--- config.mk ---
export PLATFORM = sky130hd
export DESIGN_NAME = gray_code_converter
export DESIGN_NICKNAME = d
export VERILOG_FILES = /design/src/rtl/gray_pkg.sv /design/src/rtl/gray_conv_stage.sv /design/src/rtl/gray_code_converter.sv
export SDC_FILE = /design/constraint.sdc
export NUM_CORES = 1
export LEC_CHECK = 0
export CORE_ASPECT_RATIO = 0.9
export CORE_UTILIZATION = 51
export CTS_BUF_LIST = sky130_fd_sc_hd__clkbuf_4 sky130_fd_sc_hd__clkbuf_8 sky130_fd_sc_hd__clkbuf_16
export CTS_CLUSTER_DIAMETER = 80
export DETAILED_ROUTE_END_ITERATION = 10
export PLACE_DENSITY = 0.81
export SETUP_SLACK_MARGIN = 0.4
export SYNTH_ARGS = -nofsm -noshare
export SYNTH_HDL_FRONTEND = slang
export SYNTH_HIERARCHICAL = 1
export SYNTH_SLANG_ARGS = --single-unit
export TNS_END_PERCENT = 1
--- constraint.sdc ---
create_clock -name clk -period 4.4 [get_ports clk]
set_clock_uncertainty 0.15 [all_clocks]
set_input_delay 1.32 -clock clk [delete_from_list [all_inputs] [get_ports clk]]
set_output_delay 1.32 -clock clk [all_outputs]
set_load 0.01 [all_outputs]
--- src/rtl/gray_pkg.sv ---
// Shared types and helpers for the pipelined Gray/binary converter.
// Per-stage control record, conversion mode encoding, chunk slicing and popcount.
package gray_pkg;

  typedef enum logic {
    MODE_G2B = 1'b0,
    MODE_B2G = 1'b1
  } conv_mode_e;

  // Widest word the step checker's popcount handles.
  localparam int GRAY_MAX_W = 64;

  // Control half of a pipeline stage; the partial binary and raw input words travel beside it.
  typedef struct packed {
    logic       valid;
    conv_mode_e mode;
    logic       err;
    logic       carry;
  } stage_ctl_t;

  // Bit range a stage resolves; hi < lo means the stage only registers.
  typedef struct packed {
    int hi;
    int lo;
  } chunk_t;

  function automatic int popcount(logic [GRAY_MAX_W-1:0] v);
    int n;
    n = 0;
    for (int i = 0; i < GRAY_MAX_W; i++) begin
      n = n + (v[i] ? 1 : 0);
    end
    return n;
  endfunction

  function automatic chunk_t chunk_bounds(int width, int chunk, int s);
    chunk_t cb;
    cb.hi = width - 1 - s * chunk;
    cb.lo = width - (s + 1) * chunk;
    if (cb.lo < 0) cb.lo = 0;
    return cb;
  endfunction

endpackage

--- src/rtl/gray_conv_stage.sv ---
// One registered stage of the converter: resolves its MSB-first slice of the
// Gray-to-binary prefix XOR (or forms binary-to-Gray in stage 0) and holds the result.
module gray_conv_stage
  import gray_pkg::*;
#(
  parameter int WIDTH = 8,
  parameter int CHUNK = 4,
  parameter int IDX   = 0
) (
  input  logic             clk,
  input  logic             rst,
  input  logic             down_adv,
  output logic             adv,
  input  stage_ctl_t       d_ctl,
  input  logic [WIDTH-1:0] d_bin,
  input  logic [WIDTH-1:0] d_raw,
  output stage_ctl_t       q_ctl,
  output logic [WIDTH-1:0] q_bin,
  output logic [WIDTH-1:0] q_raw
);

  localparam chunk_t CB = chunk_bounds(WIDTH, CHUNK, IDX);
  localparam int     HI = CB.hi;
  localparam int     LO = CB.lo;

  stage_ctl_t       ctl_nxt;
  logic [WIDTH-1:0] bin_nxt;
  logic             c;

  always_comb begin
    ctl_nxt = d_ctl;
    bin_nxt = d_bin;
    c       = d_ctl.carry;
    if (d_ctl.mode == MODE_B2G) begin
      if (IDX == 0) bin_nxt = d_raw ^ (d_raw >> 1);
    end else begin
      // Carry enters as the lowest bit resolved by the previous stage.
      for (int k = WIDTH - 1; k >= 0; k--) begin
        if (k <= HI && k >= LO) begin
          c          = (k == WIDTH - 1) ? d_raw[k] : (c ^ d_raw[k]);
          bin_nxt[k] = c;
        end
      end
      ctl_nxt.carry = c;
    end
  end

  assign adv = !q_ctl.valid || down_adv;

  always_ff @(posedge clk) begin
    if (rst) begin
      q_ctl <= '0;
      q_bin <= '0;
      q_raw <= '0;
    end else if (adv) begin
      q_ctl <= ctl_nxt;
      q_bin <= bin_nxt;
      q_raw <= d_raw;
    end
  end

endmodule

--- src/rtl/gray_code_converter.sv ---
// Pipelined bidirectional Gray/binary converter with valid/ready on both sides
// and a single-bit-step monitor on the Gray-to-binary input stream.
module gray_code_converter
  import gray_pkg::*;
#(
  parameter int WIDTH  = 8,
  parameter int STAGES = 2
) (
  input  logic             clk,
  input  logic             rst,
  input  logic             in_valid,
  output logic             in_ready,
  input  logic             in_mode,
  input  logic [WIDTH-1:0] in_data,
  output logic             out_valid,
  input  logic             out_ready,
  output logic             out_mode,
  output logic [WIDTH-1:0] out_data,
  output logic             out_step_err
);

  localparam int CHUNK = (WIDTH + STAGES - 1) / STAGES;
  localparam int L     = STAGES - 1;

  if (WIDTH < 2 || WIDTH > GRAY_MAX_W || STAGES < 1 || STAGES > WIDTH) begin : g_bad_params
    $error("gray_code_converter: illegal WIDTH/STAGES combination");
  end

  logic             xfer;
  logic             g2b_in;
  logic             step_err;
  logic [WIDTH-1:0] hist_q;
  logic             hist_vld_q;

  assign xfer     = in_valid && in_ready;
  assign g2b_in   = (in_mode == MODE_G2B);
  assign step_err = g2b_in && hist_vld_q &&
                    (popcount(GRAY_MAX_W'(in_data ^ hist_q)) != 1);

  always_ff @(posedge clk) begin
    if (rst) begin
      hist_vld_q <= 1'b0;
    end else if (xfer && g2b_in) begin
      hist_vld_q <= 1'b1;
    end
  end

  always_ff @(posedge clk) begin
    if (!rst && xfer && g2b_in) hist_q <= in_data;
  end

  for (genvar i = 0; i < STAGES; i++) begin : g_stage
    stage_ctl_t       d_ctl;
    stage_ctl_t       q_ctl;
    logic [WIDTH-1:0] d_bin;
    logic [WIDTH-1:0] d_raw;
    logic [WIDTH-1:0] q_bin;
    logic [WIDTH-1:0] q_raw;
    logic             adv;
    logic             down_adv;

    if (i == 0) begin : g_head
      assign d_ctl = '{valid: in_valid, mode: conv_mode_e'(in_mode), err: step_err, carry: 1'b0};
      assign d_bin = '0;
      assign d_raw = in_data;
    end else begin : g_body
      assign d_ctl = g_stage[i-1].q_ctl;
      assign d_bin = g_stage[i-1].q_bin;
      assign d_raw = g_stage[i-1].q_raw;
    end

    // Stall propagates combinationally from out_ready back to in_ready.
    if (i == STAGES - 1) begin : g_tail
      assign down_adv = out_ready;
    end else begin : g_link
      assign down_adv = g_stage[i+1].adv;
    end

    gray_conv_stage #(
      .WIDTH (WIDTH),
      .CHUNK (CHUNK),
      .IDX   (i)
    ) u_stage (
      .clk      (clk),
      .rst      (rst),
      .down_adv (down_adv),
      .adv      (adv),
      .d_ctl    (d_ctl),
      .d_bin    (d_bin),
      .d_raw    (d_raw),
      .q_ctl    (q_ctl),
      .q_bin    (q_bin),
      .q_raw    (q_raw)
    );
  end

  assign in_ready     = g_stage[0].adv;
  assign out_valid    = g_stage[L].q_ctl.valid;
  assign out_mode     = g_stage[L].q_ctl.mode;
  assign out_step_err = g_stage[L].q_ctl.err;
  assign out_data     = g_stage[L].q_bin;

  logic unused_tail;
  assign unused_tail = ^{g_stage[L].q_raw, g_stage[L].q_ctl.carry};

endmodule
After elaboration in Yosys (flattened, before gate mapping)
Index checks and enable logic that the tools add are counted.
- bits of input ports: 13
- register bits: 36
- logic and storage cells: 171
- output and inout bits: 12
- add/sub/neg operators: 63
- reductions and logical operators: 11
- multiplexer cells: 74
- bitwise logic cells: 10
- eq/ne operators: 1
- operators by type and width (operator ; count):
    $add A32 B2 Y32 ; 32
    $mux W1 ; 71
    $add A31 B1 Y32 ; 1
    $ne A32 B2 Y1 const B ; 1
    $add A30 B1 Y31 ; 1
    $add A29 B1 Y30 ; 1
    $add A28 B1 Y29 ; 1
    $add A27 B1 Y28 ; 1
    $add A26 B1 Y27 ; 1
    $add A25 B1 Y26 ; 1
    $add A24 B1 Y25 ; 1
    $add A23 B1 Y24 ; 1
    $add A22 B1 Y23 ; 1
    $add A21 B1 Y22 ; 1
    $add A20 B1 Y21 ; 1
    $add A19 B1 Y20 ; 1
    $add A18 B1 Y19 ; 1
    $add A17 B1 Y18 ; 1
    $add A16 B1 Y17 ; 1
    $add A15 B1 Y16 ; 1
    $add A14 B1 Y15 ; 1
    $add A13 B1 Y14 ; 1
    $add A12 B1 Y13 ; 1
    $add A11 B1 Y12 ; 1
    18 further kinds ; 34

Depth between registers and ports, before layout
Gate-level depths: netlist of the first run.
- depth in word-level cells: 67
- mapped depth: 14
- depth with buffers taken out: 14

Hierarchy
Netlist of the first run, hierarchy kept.
- by module, submodules not included (module ; instances ; sequential area each (um^2) ; cells an instance ; area each (um^2)):
    gray_conv_stage (g_stage[1].u_stage) ; 1 ; 400.4 ; 106 ; 884.6
    gray_conv_stage (g_stage[0].u_stage) ; 1 ; 380.4 ; 103 ; 865.8
    gray_code_converter ; 1 ; 260.2 ; 39 ; 549.3

Worst setup path before layout of the first run
Ideal clock, no wire load.
- path type: input to register
- from: in in_data[0]
- to: reg, netlist name g_stage[0].u_stage/q_ctl[1]
- setup time: 70 ps
- required time: 4180 ps
- buffers on the path: 0
- cell stages on the path: 14
- path slack: -190 ps
- arrival: 4370 ps
- cells stage by stage: xor2_1 -> fa_1 -> inv_1 -> fa_1 -> fa_1 -> inv_1 -> ha_1 -> inv_1 -> fa_1 -> nand4b_1 -> a211oi_2 -> nor4b_2 -> nand2_1 -> a21oi_1
- longest elaborated chain between the ends: 67
- ends and longest elaborated chain (what ; RTL line ; RTL):
    start: declaration ; gray_code_converter.sv:14 ; input logic [WIDTH-1:0] in_data,
    $xor A8 B8 Y8 ; gray_code_converter.sv:38 ; (popcount(GRAY_MAX_W'(in_data ^ hist_q)) != 1);
    $mux W1 ; gray_pkg.sv:31 ; n = n + (v[i] ? 1 : 0);
    $add A1 B1 Y2 ; gray_pkg.sv:31 ;
    $add A2 B1 Y3 ; gray_pkg.sv:31 ;
    $add A3 B1 Y4 ; gray_pkg.sv:31 ;
    $add A4 B1 Y5 ; gray_pkg.sv:31 ;
    $add A5 B1 Y6 ; gray_pkg.sv:31 ;
    $add A6 B1 Y7 ; gray_pkg.sv:31 ;
    (+21 left out) ; n/a ;
    $add A28 B1 Y29 ; gray_pkg.sv:31 ;
    $add A29 B1 Y30 ; gray_pkg.sv:31 ;
    $add A30 B1 Y31 ; gray_pkg.sv:31 ;
    $add A31 B1 Y32 ; gray_pkg.sv:31 ;
    $add A32 B2 Y32 (32 in series) ; gray_pkg.sv:31 ;
    $ne A32 B2 Y1 ; gray_code_converter.sv:38 ;
    $logic_and A1 B1 Y1 ; gray_code_converter.sv:37 ; assign step_err = g2b_in && hist_vld_q &&
    via step_err ; gray_code_converter.sv:31 ; logic step_err;
The timed path passes the listed nets, and every way through them passes these cells.
A chain may end at the register's enable or synchronous reset.

Worst setup path after layout of the first run
- from: in in_data[3]
- to: reg, netlist name g_stage[0].u_stage/q_ctl[1]
- longest elaborated chain between the ends: 65
- ends and longest elaborated chain (what ; RTL line):
    $xor A8 B8 Y8 ; gray_code_converter.sv:38
    $mux W1 ; gray_pkg.sv:31
    $add A3 B1 Y4 ; gray_pkg.sv:31
    $add A4 B1 Y5 ; gray_pkg.sv:31
    $add A5 B1 Y6 ; gray_pkg.sv:31
    $add A6 B1 Y7 ; gray_pkg.sv:31
    $add A7 B1 Y8 ; gray_pkg.sv:31
    $add A8 B1 Y9 ; gray_pkg.sv:31
    (+19 left out) ; n/a
    $add A28 B1 Y29 ; gray_pkg.sv:31
    $add A29 B1 Y30 ; gray_pkg.sv:31
    $add A30 B1 Y31 ; gray_pkg.sv:31
    $add A31 B1 Y32 ; gray_pkg.sv:31
    $add A32 B2 Y32 (32 in series) ; gray_pkg.sv:31
    $ne A32 B2 Y1 ; gray_code_converter.sv:38
    $logic_and A1 B1 Y1 ; gray_code_converter.sv:37
    via step_err ; gray_code_converter.sv:31
The timed path passes the listed nets, and every way through them passes these cells.

==> summary.md, run 1 <==
| Metric | Value |
|---|---|
| Status | `finished, violations left` |
| Violated checks | `negative setup slack` |
| Area of the core | `around 3500 sq um` |
| Post-Route WL | `3610 um` |
| Reg2reg start | `hist_q[3]$_DFFE_PP_` |
| Total clock sinks | `36` |
| Die extent in x | `around 66 um` |
| Post-synthesis instance area | `1900 sq um` |
| Achievable Freq | `226 MHz` |
| Floorplan die area | `slightly below 4000 sq um` |
| Category of the worst setup path launch point | `input port` |
| Post-route DRC | `0` |
| Slew headroom | `between 40 and 50%` |
| Violation count after the first detailed-routing iteration | `80` |
| Endpoint with the worst hold slack | `g_stage[1].u_stage/q_bin[3]$_SDFFE_PP0P_` |
| TritonCTS buffer count | `5` |
| Share of final-layout standard cells stronger than drive strength 1 | `around 16%` |
| Vertical die dimension | `~60 um` |
| Setup slack after placement | `-0.747 ns` |
| Count of vias placed by the detailed router | `approximately 1,500` |
| Final GP Congestion | `between 0.8 and 0.9` |
| Max Transition Viols Final | `0` |
| Insertion delay of the later-clocked pin in the worst-skew pair | `approximately 0.30 ns` |
| Arrival time at the worst endpoint | `4.50 ns` |
| Length in cells of the worst reg-to-reg path | `13` |
| Largest net degree at the start of global routing | `30` |
| Maximum fanout along the worst path | `2` |
| Via count of the first global-routing pass | `1,352` |
| Total congestion overflow | `0` |
| Cells after Synth | `between 150 and 200` |
| Number of vias per cell | `5.25` |
| Critical R2R Capture | `g_stage[0].u_stage/q_ctl[1]$_SDFFE_PP0P_` |
| Clock slew at the register clock pins of the worst setup and hold paths | `0.08 ns` |
| Final setup violation count | `1` |
| Antenna cell count | `0` |
| Placement Rows | `20` |
| Avg WL per Cell | `~13 um` |
| Syn. warnings | `6` |
| Cell count after placement | `269` |
| Length of the first detailed-routing pass in iterations | `4` |
| Hold-critical path depth | `2` |
| HP Class | `reg -> reg` |
| Minimum setup slack in the final design | `-0.0213 ns` |
| Crit end category | `register` |
| Power per standard cell area | `between 300 and 400 nW/um^2` |
| Max Cap Viol | `0` |
| Min Tclk post-route | `4.42 ns` |
| Crit path kind | `in -> reg` |
| Peak VDD IR | `approximately 210 uV` |
| Most used cells in the layout excluding fill and tap cells | `33 x sky130_fd_sc_hd__nand2_1, 28 x sky130_fd_sc_hd__dfxtp_1, 20 x sky130_fd_sc_hd__a21oi_1, 20 x sky130_fd_sc_hd__clkdlybuf4s50_1, 14 x sky130_fd_sc_hd__buf_4` |
| Reg-to-reg setup timing slack | `around 0.63 ns` |
| Pin slew with the least headroom to its limit | `0.757 ns` |
| Final hold violation count | `0` |
| Global router's overall resource usage | `21.4%` |
| Most common library cell in the layout ignoring fill and taps | `sky130_fd_sc_hd__nand2_1` |
| Buffer type at the clock tree root | `sky130_fd_sc_hd__clkbuf_8` |
| Final Instance Count excl. Fillers | `277` |
| Initial Utilization | `between 50 and 60%` |
| Count of port buffers added during placement | `24` |
| Fraction of the cycle the final worst path needs | `100%` |
| H-tree levels | `2` |
| Setup repair after global routing missed its margin | `yes` |
| Antenna violations before repair | `0` |
| # nets final | `between 200 and 300` |
| Leak pwr | `0.000923 uW` |
| Ports | `25` |
| Post-Synthesis Mean Instance Area | `between 9 and 10 sq um` |
| HPWL reported at the end of detailed placement | `2570 um` |
| Area growth from synthesis to layout | `23.2%` |
| Critical path data required time | `about 4.5 ns` |
| Origin of the worst min-delay path | `g_stage[1].u_stage/q_bin[3]$_SDFFE_PP0P_` |
| Maximum root-to-sink buffer count | `2` |
| CTS tree | `yes` |
| DRT antenna net count | `0` |
| Global-route wire length before repair | `6200 um` |
-- layer usage --
metal / track usage, % / vias to the layer above / share of wire (%)
met5: 0 / - / 0
met4: 10.3 / 0 / 1.9
met3: 5.53 / 9 / 3.6
met2: 34.1 / 27 / 46
met1: 27.3 / 682 / 48
li1: - / 736 / -
-- worst max-delay path by stage --
stage / startpoint / to / cells past startpoint
3_3_place_gp: in_data[3] / g_stage[0].u_stage/q_ctl[1]$_SDFFE_PP0P_ / 15
2_1_floorplan: in_data[3] / g_stage[0].u_stage/q_ctl[1]$_SDFFE_PP0P_ / 14
5_1_grt: in_data[3] / g_stage[0].u_stage/q_ctl[1]$_SDFFE_PP0P_ / 14
6_report: in_data[3] / g_stage[0].u_stage/q_ctl[1]$_SDFFE_PP0P_ / 14
3_5_place_dp: in_data[3] / g_stage[0].u_stage/q_ctl[1]$_SDFFE_PP0P_ / 15
4_1_cts: in_data[1] / g_stage[0].u_stage/q_ctl[1]$_SDFFE_PP0P_ / 14
-- power by group --
part,internal [uW],switching [uW]
combinational,105,89.9
sequential,360,15.8
clock,149,117
-- layout make-up --
class / instances / area [sq um]
fill: 294 / 1120
multi-input combinational: 140 / 988
sequential: 36 / 801
timing repair buffer: 38 / 342
clock buffer: 8 / 104
tap: 44 / 55.1
inverter: 11 / 46.3
-- worst max-delay path, cell delays in order --
cell	delay (ns)
sky130_fd_sc_hd__buf_6	0.10
sky130_fd_sc_hd__xor2_2	0.14
sky130_fd_sc_hd__fa_1	0.56
sky130_fd_sc_hd__inv_1	0.05
sky130_fd_sc_hd__fa_1	0.50
sky130_fd_sc_hd__fa_1	0.41
sky130_fd_sc_hd__inv_1	0.07
sky130_fd_sc_hd__ha_2	0.18
sky130_fd_sc_hd__inv_2	0.04
sky130_fd_sc_hd__fa_1	0.45
sky130_fd_sc_hd__and4b_4	0.20
sky130_fd_sc_hd__nor4b_2	0.26
sky130_fd_sc_hd__nand2_1	0.08
sky130_fd_sc_hd__a21oi_1	0.15
-- what timing repair did --
action	CTS	global route
endpoints found under the setup margin	2	1
hold buffers	0	0
setup buffers	0	0
resized for setup	16	2
pin swaps	10	4
-- flip-flops by register name, summed over array words and instances, names as in the netlist --
| signal | count |
|---|---|
| hist_q | 8 |
| g_stage.u_stage/q_ctl | 7 |
| g_stage.u_stage/q_bin | 16 |
| hist_vld_q | 1 |
| g_stage.u_stage/q_raw | 4 |
-- per-stage QoR --
stage | area (sq um) | power (uW) | TNS (ns) | utilization, % | hold slack, ns
global placement | 2230 | 570 | -0.648 | 64.5 | 0.282
CTS | 2330 | 844 | -0.143 | 67.5 | 0.304
finish | 2340 | 837 | -0.0213 | 67.6 | 0.302
floorplan | 1920 | 506 | -0.0622 | - | 0.268
detailed placement | 2230 | 578 | -0.747 | 64.5 | 0.283
global route | 2340 | 883 | -0.184 | 67.6 | 0.317
(Power assumes the default switching activity.)
==> run 2: changes to the inputs <==
==> constraint.sdc (replaced) <==
create_clock -name clk -period 4.4 [get_ports clk]
set_clock_uncertainty 0.15 [all_clocks]
set_input_delay 1.32 -clock clk [delete_from_list [all_inputs] [get_ports clk]]
set_output_delay 1.32 -clock clk [all_outputs]
set_load 0.02 [all_outputs]
==> summary.md, run 2 (same netlist as run 1, synthesis figures left out) <==
| Metric | Value |
|---|---|
| Setup repair after global routing missed its margin | `yes` |
| Max reg flops | `16` |
| HP Class | `reg -> reg` |
| Power per standard cell area | `350 nW/um^2` |
| Area growth from synthesis to layout | `23.1%` |
| Vertical die dimension | `59.9 um` |
| Worst setup endpoint | `g_stage[0].u_stage/q_ctl[1]$_SDFFE_PP0P_` |
| Slew headroom | `between 50 and 60%` |
| Max Transition Viols Final | `0` |
| Initial Utilization | `a little over half` |
| Clock slew at the register clock pins of the worst setup and hold paths | `0.07 ns` |
| Count of port buffers added during placement | `24` |
| Final GP Congestion | `roughly 0.81` |
| Number of buffers inserted to repair setup after CTS | `0` |
| Number of vias per cell | `between 5 and 6` |
| Floorplan die area | `a little under 4000 sq um` |
| CP Launch Point | `in_data[1]` |
| Critical R2R Capture | `g_stage[0].u_stage/q_ctl[1]$_SDFFE_PP0P_` |
| Length of the first detailed-routing pass in iterations | `4` |
| Reg2reg start | `hist_q[3]$_DFFE_PP_` |
| Crit end category | `register` |
| # nets final | `252` |
| Number of buffers and inverters on the critical path | `4` |
| Fraction of the cycle the final worst path needs | `100%` |
| Hold-critical path depth | `2` |
| Pin slew with the least headroom to its limit | `just under 0.7 ns` |
| Reg-to-reg setup timing slack | `approximately 0.66 ns` |
| DRT antenna net count | `0` |
| Crit path kind | `in -> reg` |
| Post-route DRC | `0` |
| Regs by FF count | `g_stage.u_stage/q_bin x16, hist_q x8, g_stage.u_stage/q_ctl x7` |
| Count of vias placed by the detailed router | `about 1,500` |
| Via count of the first global-routing pass | `between 1,000 and 1,500` |
| Maximum root-to-sink buffer count | `2` |
| Die extent in x | `approximately 66 um` |
| H-tree levels | `2` |
| Violation count after the first detailed-routing iteration | `between 50 and 60` |
| Status | `finished, violations left` |
| Avg WL per Cell | `~13 um` |
| Achievable Freq | `around 230 MHz` |
| Global-route wire length before repair | `roughly 6000 um` |
| Antenna cell count | `0` |
| Aggregate negative setup slack | `-0.00824 ns` |
| Largest stage delay on the critical path | `0.52 ns` |
| Total design power | `around 820 uW` |
| Worst-path cell chain | `buf_8, xor2_2, fa_1, inv_2, fa_1, fa_1, inv_1, ha_2, inv_2, fa_1, nand4b_1, a211oi_2, nor4b_2, nand2_1, a21oi_2` |
| TritonCTS buffer count | `5` |
| Count of cell instances traversed by the critical path | `15` |
| Arrival time at the worst endpoint | `roughly 4.5 ns` |
| Critical path data required time | `approximately 4.5 ns` |
| Peak VDD IR | `between 200 and 250 uV` |
| Violated checks | `negative setup slack` |
| CP most frequent cell | `sky130_fd_sc_hd__fa_1` |
| Buffer type at the clock tree root | `sky130_fd_sc_hd__clkbuf_8` |
| Antenna violations before repair | `0` |
| Placement Rows | `20` |
| Category of the worst setup path launch point | `input port` |
| Origin of the worst min-delay path | `g_stage[0].u_stage/q_bin[3]$_SDFFE_PP0P_` |
| Area of the core | `approximately 3500 sq um` |
| Insertion delay of the later-clocked pin in the worst-skew pair | `0.29 ns` |
| Total clock sinks | `36` |
| Number of hold-repair buffers added at the cts stage | `0` |
| Final hold violation count | `0` |
| HPWL reported at the end of detailed placement | `about 2600 um` |
| Final setup violation count | `1` |
| Fin Hold WS | `~0.30 ns` |
| Most used cells in the layout excluding fill and tap cells | `33 x sky130_fd_sc_hd__nand2_1, 28 x sky130_fd_sc_hd__dfxtp_1, 20 x sky130_fd_sc_hd__clkdlybuf4s50_1, 19 x sky130_fd_sc_hd__a21oi_1, 14 x sky130_fd_sc_hd__buf_4` |
| Share of final-layout standard cells stronger than drive strength 1 | `17.2%` |
| Min Tclk post-route | `around 4.4 ns` |
| Leak pwr | `about 0.0009 uW` |
| CP max-delay cell | `sky130_fd_sc_hd__fa_1` |
| Utilization after layout | `~68%` |
| Minimum setup slack in the final design | `-0.00824 ns` |
| CTS tree | `yes` |
| Post-Route WL | `roughly 3600 um` |
| Family with the most delay on the worst path | `adder cells` |
| Largest net degree at the start of global routing | `30` |
| Register name with the most flops | `g_stage.u_stage/q_bin` |
| Global router's overall resource usage | `20.5%` |
| Length in cells of the worst reg-to-reg path | `14` |
| Most common library cell in the layout ignoring fill and taps | `sky130_fd_sc_hd__nand2_1` |
| Maximum fanout along the worst path | `2` |
| Ports | `25` |
| Total congestion overflow | `0` |
| Max Cap Viol | `0` |
[run 2: repair_timing]
item                       4_1_cts  5_1_grt
setup endpoints to repair        2        2
resized for setup               18        4
pin swaps                       10        8
[run 2: layout make-up]
| cell class | count | area, sq um |
|---|---|---|
| well taps | 44 | 55.1 |
| multi-input cells | 140 | 995 |
| clock inverters | 2 | 10.0 |
| fillers | 290 | 1120 |
| inverters | 11 | 46.3 |
| flip-flops and latches | 36 | 801 |
| repair buffers | 38 | 345 |
| clock buffers | 6 | 82.6 |
[run 2: how the worst min path moves through the flow]
stage                                                    end  slack, ns
floorplan                            hist_vld_q$_SDFFE_PP0P_       0.27
global placement                     hist_vld_q$_SDFFE_PP0P_       0.28
detailed placement  g_stage[0].u_stage/q_bin[3]$_SDFFE_PP0P_       0.29
CTS                 g_stage[0].u_stage/q_bin[3]$_SDFFE_PP0P_       0.30
global route        g_stage[1].u_stage/q_bin[6]$_SDFFE_PP0P_       0.32
finish              g_stage[0].u_stage/q_bin[3]$_SDFFE_PP0P_       0.30
[run 2: power breakdown]
group	leakage (uW)	switching (uW)	internal [uW]
combinational	0.000563	96.3	105
sequential	0.000306	16.2	360
clock	0.0000510	116	125
total	0.000919	228	589
[run 2: metal layers]
metal  up-vias  track usage [%]  wire [um]
met5         -                0          0
met4         0             8.21         56
met3         7             4.58        175
met2        32             34.0       1750
met1       687             26.2       1640
li1        736                -          -
[run 2: worst register-to-register path: stages, from the launching register on]
cell and delay (ns):
sky130_fd_sc_hd__edfxtp_1 0.41, sky130_fd_sc_hd__xor2_2 0.20, sky130_fd_sc_hd__fa_1 0.54, sky130_fd_sc_hd__inv_2 0.05, sky130_fd_sc_hd__fa_1 0.50, sky130_fd_sc_hd__fa_1 0.41
sky130_fd_sc_hd__inv_1 0.07, sky130_fd_sc_hd__ha_2 0.18, sky130_fd_sc_hd__inv_2 0.04, sky130_fd_sc_hd__fa_1 0.48, sky130_fd_sc_hd__nand4b_1 0.12, sky130_fd_sc_hd__a211oi_2 0.05
sky130_fd_sc_hd__nor4b_2 0.26, sky130_fd_sc_hd__nand2_1 0.10, sky130_fd_sc_hd__a21oi_2 0.12
[run 2: per-stage QoR]
stage                     setup WS [ns]  instances  instance area (sq um)
after floorplan                 -0.0591        203                   1920
after global placement           -0.616        269                   2230
after detailed placement         -0.719        269                   2230
after CTS                        -0.132        277                   2320
after global routing             -0.210        277                   2330
final                          -0.00824        277                   2330
==> run 3: changes to the inputs <==
--- a/config.mk
+++ b/config.mk
@@ -6,6 +6,7 @@
 export NUM_CORES = 1
 export LEC_CHECK = 0
 export CORE_ASPECT_RATIO = 0.9
+export CORE_MARGIN = 8
 export CORE_UTILIZATION = 51
 export CTS_BUF_LIST = sky130_fd_sc_hd__clkbuf_4 sky130_fd_sc_hd__clkbuf_8 sky130_fd_sc_hd__clkbuf_16
 export CTS_CLUSTER_DIAMETER = 80
==> summary.md, run 3 (same netlist as run 1, synthesis figures left out) <==
| Metric | Value |
|---|---|
| Floorplan die area | `just under 6000 sq um` |
| HP Class | `reg -> reg` |
| Family with the most delay on the worst path | `adder cells` |
| HPWL reported at the end of detailed placement | `2860 um` |
| Violated checks | `negative setup slack` |
| Post-Route WL | `3920 um` |
| Global router's overall resource usage | `around 14%` |
| Reg-to-reg setup timing slack | `slightly below 0.6 ns` |
| Achievable Freq | `224 MHz` |
| Crit path kind | `in -> reg` |
| Final Instance Count excl. Fillers | `approximately 280` |
| Avg WL per Cell | `between 10 and 15 um` |
| Slew headroom | `between 40% and 50%` |
| Power per standard cell area | `between 300 and 400 nW/um^2` |
| Length of the first detailed-routing pass in iterations | `4` |
| Cell count after placement | `between 200 and 300` |
| Utilization after layout | `between 60% and 70%` |
| Max Cap Viol | `0` |
| Hold-critical path depth | `2` |
| DRT antenna net count | `0` |
| Clock slew at the register clock pins of the worst setup and hold paths | `~0.07 ns` |
| Most used cells in the layout excluding fill and tap cells | `33 x sky130_fd_sc_hd__nand2_1, 28 x sky130_fd_sc_hd__dfxtp_1, 20 x sky130_fd_sc_hd__clkdlybuf4s50_1, 19 x sky130_fd_sc_hd__a21oi_1, 14 x sky130_fd_sc_hd__buf_4` |
| Count of vias placed by the detailed router | `1,481` |
| Fraction of the cycle the final worst path needs | `102%` |
| Placement Rows | `21` |
| H-tree levels | `2` |
| Worst-path cell chain | `buf_6, xor2_2, fa_1, inv_2, fa_1, fa_1, inv_1, ha_2, inv_2, fa_1, and4b_4, nor4b_2, nand2_1, a21oi_2` |
| Arrival time at the worst endpoint | `4.55 ns` |
| Global-route wire length before repair | `approximately 6600 um` |
| TritonCTS buffer count | `5` |
| Regs by FF count | `g_stage.u_stage/q_bin x16, hist_q x8, g_stage.u_stage/q_ctl x7` |
| Ports | `25` |
| Pin slew with the least headroom to its limit | `roughly 0.77 ns` |
| CP max-delay cell | `sky130_fd_sc_hd__fa_1` |
| Antenna cell count | `0` |
| Maximum root-to-sink buffer count | `2` |
| CP most frequent cell | `sky130_fd_sc_hd__fa_1` |
| Category of the worst setup path launch point | `input port` |
| # nets final | `252` |
| Final GP Congestion | `between 0.7 and 0.8` |
| Final hold violation count | `0` |
| Critical path data required time | `around 4.5 ns` |
| Violation count after the first detailed-routing iteration | `around 120` |
| Setup repair after global routing missed its margin | `yes` |
| Register name with the most flops | `g_stage.u_stage/q_bin` |
| Insertion delay of the later-clocked pin in the worst-skew pair | `around 0.29 ns` |
| Area growth from synthesis to layout | `24.1%` |
| Area of the core | `3650 sq um` |
| Maximum fanout along the worst path | `2` |
| Final setup violation count | `1` |
| Share of final-layout standard cells stronger than drive strength 1 | `approximately 18%` |
| Number of buffers and inverters on the critical path | `4` |
| Count of port buffers added during placement | `24` |
| Total clock sinks | `36` |
| Min Tclk post-route | `approximately 4.5 ns` |
| CTS tree | `yes` |
| Number of vias per cell | `between 5 and 6` |
| Via count of the first global-routing pass | `about 1,500` |
| Leak pwr | `just over 0.0009 uW` |
| Vertical die dimension | `~74 um` |
| Instance area after placement | `2230 sq um` |
| Post-route DRC | `0` |
| Max reg flops | `16` |
| Count of cell instances traversed by the critical path | `14` |
| Total congestion overflow | `0` |
| Number of buffers inserted to repair setup after CTS | `0` |
| Minimum setup slack in the final design | `-0.0687 ns` |
| Largest net degree at the start of global routing | `30` |
| Max Transition Viols Final | `0` |
| Most common library cell in the layout ignoring fill and taps | `sky130_fd_sc_hd__nand2_1` |
| Buffer type at the clock tree root | `sky130_fd_sc_hd__clkbuf_8` |
| Antenna violations before repair | `0` |
| Setup slack after placement | `-0.730 ns` |
| Fin Hold WS | `about 0.3 ns` |
| Initial Utilization | `51.9%` |
| Largest stage delay on the critical path | `0.56 ns` |
| Length in cells of the worst reg-to-reg path | `13` |
| Status | `finished, violations left` |
| Die extent in x | `about 80 um` |
| Crit end category | `register` |
| Post-Layout Inst Area | `2350 sq um` |
| Peak VDD IR | `263 uV` |
[run 3: cell count changes in the layout (fill, tap and decap cells not counted), sizes merged]
cell | previous run | this run
dlygate4sd2 | 1 | 0
clkbuf | 6 | 8
clkinv | 3 | 1
clkdlybuf4s15 | 0 | 1
[run 3: metrics by stage]
stage | power (uW) | TNS (ns)
3_5_place_dp | 587 | -0.730
6_report | 834 | -0.0687
3_3_place_gp | 576 | -0.598
5_1_grt | 884 | -0.188
4_1_cts | 843 | -0.115
2_1_floorplan | 512 | -0.0591
[run 3: layer usage]
layer	track usage, %	wire length [um]	vias up
li1	-	-	738
met1	16.8	1740	696
met2	23.1	1920	37
met3	5.13	172	10
met4	6.25	81	0
met5	0	0	-
[run 3: layout make-up]
type / count / area [sq um]
clock buffer: 8 / 97.6
tap: 46 / 57.6
multi-input combinational: 140 / 1000
fill: 291 / 1300
sequential: 36 / 801
inverter: 11 / 46.3
timing repair buffer: 38 / 349
[run 3: path summary, 6_finish.rpt]
check / end / startpoint
max: g_stage[0].u_stage/q_ctl[1]$_SDFFE_PP0P_ / in_data[3]
max reg2reg: g_stage[0].u_stage/q_ctl[1]$_SDFFE_PP0P_ / hist_q[3]$_DFFE_PP_
min: g_stage[1].u_stage/q_bin[6]$_SDFFE_PP0P_ / g_stage[1].u_stage/q_bin[6]$_SDFFE_PP0P_
min reg2reg: g_stage[1].u_stage/q_bin[6]$_SDFFE_PP0P_ / g_stage[1].u_stage/q_bin[6]$_SDFFE_PP0P_
[run 3: power by group]
part / internal [uW] / switching (uW)
sequential: 360 / 16.4
clock: 140 / 113
combinational: 106 / 99.2
[run 3: tightest hold or removal path, delay by kind of cell (launching register included)]
kind	cells	cell delay, ns
flip-flops	1	0.31
AND/OR/NAND/NOR	1	0.05
AO/OA/AOI/OAI	1	0.05
[run 3: repair_timing]
| action | 4_1_cts | 5_1_grt |
|---|---|---|
| resized for setup | 19 | 6 |
| endpoints found under the setup margin | 2 | 2 |
| hold buffers | 0 | 0 |
| pin swaps | 10 | 3 |
==> patch 1 (config.mk and constraints of run 1) <==
`WIDTH` is set to 8 in 2 places; all go to 6.
--- a/src/rtl/gray_conv_stage.sv
+++ b/src/rtl/gray_conv_stage.sv
@@ -3,7 +3,7 @@
 module gray_conv_stage
   import gray_pkg::*;
 #(
-  parameter int WIDTH = 8,
+  parameter int WIDTH = 6,
   parameter int CHUNK = 4,
   parameter int IDX   = 0
 ) (
--- a/src/rtl/gray_code_converter.sv
+++ b/src/rtl/gray_code_converter.sv
@@ -3,7 +3,7 @@
 module gray_code_converter
   import gray_pkg::*;
 #(
-  parameter int WIDTH  = 8,
+  parameter int WIDTH  = 6,
   parameter int STAGES = 2
 ) (
   input  logic             clk,
Ports: changed (resized in_data and out_data); port bits go from 25 to 21. No check against the original RTL was run, so the function may have changed too.
==> patch 1 against run 1 <==
  * The run ends with DRC left
  * Sequential cell count shrank 7
  * Total power shrank 30%
  * Routed wire length shrank 16%
  * Synthesized area shrank 27%
  * Highest routed layer unchanged
  * Via count shrank 23%
  * Worst setup slack gained 510 ps
  * Design area shrank 26%
  * Die area shrank 26%
==> patch 1: results <==
outcome:
  outcome: "finished with violations"
  violated_checks: "DRC"
grt:
  globalRouteMet3Util_pct: 5.473
  grtUsageMet1_pct: 24.64
  largest_net_degree_at_the_start_of_global_routing: 27
  grt_first_pass_wirelength_um: 4974
  via_count_of_the_first_global_routing_pass: 1169
  grtUsageMet2_pct: 42.94
clock_tree:
  root_buffer: "sky130_fd_sc_hd__clkbuf_4"
finish:
  drive_above_1_share_pct: 11.73
  biggest_regs: "g_stage.u_stage/q_bin: 12 flops, g_stage.u_stage/q_ctl: 7 flops, hist_q: 6 flops"
  design.final.nets: 193
setup_path:
  timing.critical_path.max_delay_family: "buffers and inverters"
  cpPeakStageDelay_ps: 400
  arrival_ps: 2440
  reg2reg_setup_slack_ps: 1380
place:
  final_replace_weighted_congestion: 0.7910
  dp.final_hpwl_um: 2127
  placement.setup.worst_slack_ps: -15.69
  number_of_port_buffers: 20
power:
  static_leakage_power_uw: 0.0007241
  internal-power_uw: 427.3
route:
  drtIter0Drc: 24
  remaining_drc_errors: 6
  first_pass_iters: 7
timing:
  timing.fmax_ghz: 0.2557
[patch 1: repair_timing]
action	4_1_cts	5_1_grt
buffers inserted	0	0
gates resized for setup	2	3
pin swaps	0	0
setup endpoints to repair	2	1
[patch 1: power groups by stage]
stage | sequential [uW] | clock, uW | combinational (uW)
after floorplan | 305 | 0 | 64.9
after global placement | 304 | 0 | 102
after detailed placement | 305 | 0 | 110
after CTS | 299 | 178 | 111
after global routing | 301 | 188 | 120
final | 299 | 174 | 109
[patch 1: metal layers]
layer / part of all wire [%] / up-vias
li1: - / 549
met1: 42 / 529
met2: 50 / 27
met3: 4.2 / 10
met4: 3.0 / 0
met5: 0 / -
[patch 1: area by class of cell]
cell class,count,area [um^2]
fillers,207,792.0
multi-input cells,108,693.2
well taps,28,35.03
repair buffers,28,266.5
flip-flops and latches,29,640.6
clock buffers,8,60.06
inverters,6,22.52
[patch 1: final timing paths]
kind | startpoint | to | cells past startpoint
worst max-delay path | out_ready | in_ready | 6
worst min-delay path | g_stage[1].u_stage/q_bin[4] | g_stage[1].u_stage/q_bin[4] | 2
worst max register to register | hist_q[0] | g_stage[0].u_stage/q_ctl[1] | 11
worst min register to register | g_stage[1].u_stage/q_bin[4] | g_stage[1].u_stage/q_bin[4] | 2
[patch 1: worst register-to-register path, stage by stage (launching register included)]
cell and delay (ps):
sky130_fd_sc_hd__edfxtp_1 390, sky130_fd_sc_hd__xor2_1 190, sky130_fd_sc_hd__fa_1 550, sky130_fd_sc_hd__inv_1 60, sky130_fd_sc_hd__fa_1 530, sky130_fd_sc_hd__inv_1 50
sky130_fd_sc_hd__ha_1 210, sky130_fd_sc_hd__fa_1 480, sky130_fd_sc_hd__nor2_1 40, sky130_fd_sc_hd__a21oi_1 130, sky130_fd_sc_hd__nand2_1 70, sky130_fd_sc_hd__a21oi_1 130
[patch 1: per-stage QoR]
stage               total power [uW]  cells  util, %  hold WS, ps  TNS (ps)
floorplan                      369.5    154        -        275.2         0
global placement               406.2    199    65.70        289.3         0
finish                         582.8    207    68.44        305.3         0
CTS                            588.3    207    68.15        306.0         0
global route                   609.3    207    68.44        322.7         0
detailed placement             415.3    199    65.70        294.0    -15.69
==> patch 2 (config.mk and constraints of run 1) <==
Made on the original files. Reset style: asynchronous (`rst`), changed in 2 clocked blocks.
--- a/src/rtl/gray_conv_stage.sv
+++ b/src/rtl/gray_conv_stage.sv
@@ -47,7 +47,7 @@
 
   assign adv = !q_ctl.valid || down_adv;
 
-  always_ff @(posedge clk) begin
+  always_ff @(posedge clk or posedge rst) begin
     if (rst) begin
       q_ctl <= '0;
       q_bin <= '0;
--- a/src/rtl/gray_code_converter.sv
+++ b/src/rtl/gray_code_converter.sv
@@ -37,7 +37,7 @@
   assign step_err = g2b_in && hist_vld_q &&
                     (popcount(GRAY_MAX_W'(in_data ^ hist_q)) != 1);
 
-  always_ff @(posedge clk) begin
+  always_ff @(posedge clk or posedge rst) begin
     if (rst) begin
       hist_vld_q <= 1'b0;
     end else if (xfer && g2b_in) begin
Check against the original RTL: differs if rst is asserted again (counterexample within 4 cycles, from zero or initial values and one cycle with rst high); with rst held inactive, the same outputs for 10 cycles.
==> patch 2 against run 1 <==
  * The run still ends with setup timing left
  * Hold slack improved by 16 ps
  * Synthesized area decreased by 4.3%
  * Via count decreased by 17%
  * Synthesized cell count decreased by 18%
  * Worst setup slack improved by 7.1 ps
  * Routed wire length decreased by 9.9%
  * Clock power about the same
  * Utilization increased by 0.43 points
  * Total power increased by 17%
  * Sequential cell count unchanged
  * Design area decreased by 1.6%
  * Largest cell class is now sequential cells
  * Largest power group unchanged
==> patch 2: results <==
place:
  post_dp_cell_area_um2: 2161
  final_replace_weighted_congestion: 0.7974
  dp.final_hpwl_um: 2508
  post-place-cells: 237
route:
  drtIter0Drc: 69
  amount_of_wire_on_met3_after_detailed_routing_um: 120
  wl_um: 3249
  highest-signal-layer: "met4"
  wl_met1_um: 1439
  vias_per_cell: 4.927
  met2WireLength_um: 1651
  vias: 1207
power:
  static_leakage_power_uw: 0.001026
  worst_ir_drop_vdd_mv: 0.2087
  power_switching_uw: 279.3
grt:
  grt_usage_pct: 20.54
  grt_first_pass_wirelength_um: 5637
  largest_net_degree_at_the_start_of_global_routing: 21
clock_tree:
  cts_max_level: 2
timing:
  hold_ws_ps: 317.9
  tightestPinTransition_ps: 647.6
  timing.final.setup_violations: 1
  final_critical_path_setup_slack_ps: -14.25
  finalSetupTns_ps: -14.25
logic_synthesis:
  syn-instance-count: 163
  synthesis.yosys.warnings: 6
setup_path:
  arrival_ps: 4450
  cpPeakStageDelay_ps: 550
outcome:
  outcome: "finished with violations"
  violated_checks: "setup timing"
finish:
  fillCellCount: 273
  drive_above_1_share_pct: 19.40
  design.final.nets: 220
## patch 2: changes by cell type in the layout (fill, tap and decap cells not counted), moves of 3 or more
| cell | delta |
|---|---|
| sky130_fd_sc_hd__o21ai_1 | +5 |
| sky130_fd_sc_hd__nand2b_1 | +4 |
| sky130_fd_sc_hd__a211o_1 | -4 |
| sky130_fd_sc_hd__buf_4 | -4 |
| sky130_fd_sc_hd__dfrtp_1 | +28 |
| sky130_fd_sc_hd__o211ai_1 | -4 |
| sky130_fd_sc_hd__a21oi_1 | -16 |
| sky130_fd_sc_hd__mux2_2 | +6 |
| sky130_fd_sc_hd__mux2i_1 | +6 |
| sky130_fd_sc_hd__nand3_1 | -4 |
| sky130_fd_sc_hd__or4b_1 | -3 |
| sky130_fd_sc_hd__nor2_1 | -5 |
| sky130_fd_sc_hd__dfxtp_1 | -28 |
## patch 2: cell type report
type | count | area (um^2) | area share [%]
tap | 44 | 55.05 | 2.394
clock buffer | 7 | 101.3 | 4.407
clock inverter | 1 | 5.005 | 0.2176
multi-input combinational | 112 | 844.6 | 36.72
timing repair buffer | 34 | 311.5 | 13.55
inverter | 11 | 41.29 | 1.795
sequential | 36 | 940.9 | 40.91
## patch 2: metrics by stage
step | setup slack, ps | util [%]
2_1_floorplan | -68.02 | -
3_3_place_gp | -576.1 | 63.96
3_5_place_dp | -648.9 | 63.96
4_1_cts | -144.1 | 67.19
5_1_grt | -148.2 | 68.07
6_report | -14.25 | 68.07
## patch 2: power groups by stage
stage          Sequential, uW  Clock (uW)  Combinational [uW]
3_3_place_gp              420           0                 271
6_report                  417         268                 293
5_1_grt                   424         292                 323
4_1_cts                   418         273                 291
3_5_place_dp              424           0                 285
2_1_floorplan             430           0                 163
## patch 2: routing by layer
layer  up-vias  track usage (%)
met5         -                0
met4         0            7.302
met3         4            5.426
met2        25            33.63
met1       586            26.55
li1        592                -
## patch 2: what timing repair did
| action | 4_1_cts | 5_1_grt |
|---|---|---|
| endpoints found under the setup margin | 2 | 1 |
| pin swaps | 12 | 11 |
| resized for setup | 20 | 5 |
## patch 2: final timing paths
check,start,endpoint,cells after the start
max,in_data[0],g_stage[0].u_stage/q_ctl[1],15
min,g_stage[0].u_stage/q_ctl[3],g_stage[1].u_stage/q_ctl[3],1
max reg2reg,hist_q[0],g_stage[0].u_stage/q_ctl[1],14
min reg2reg,g_stage[0].u_stage/q_ctl[3],g_stage[1].u_stage/q_ctl[3],1
max in group asynchronous,rst,g_stage[0].u_stage/q_raw[2],2
min in group asynchronous,rst,hist_vld_q,2
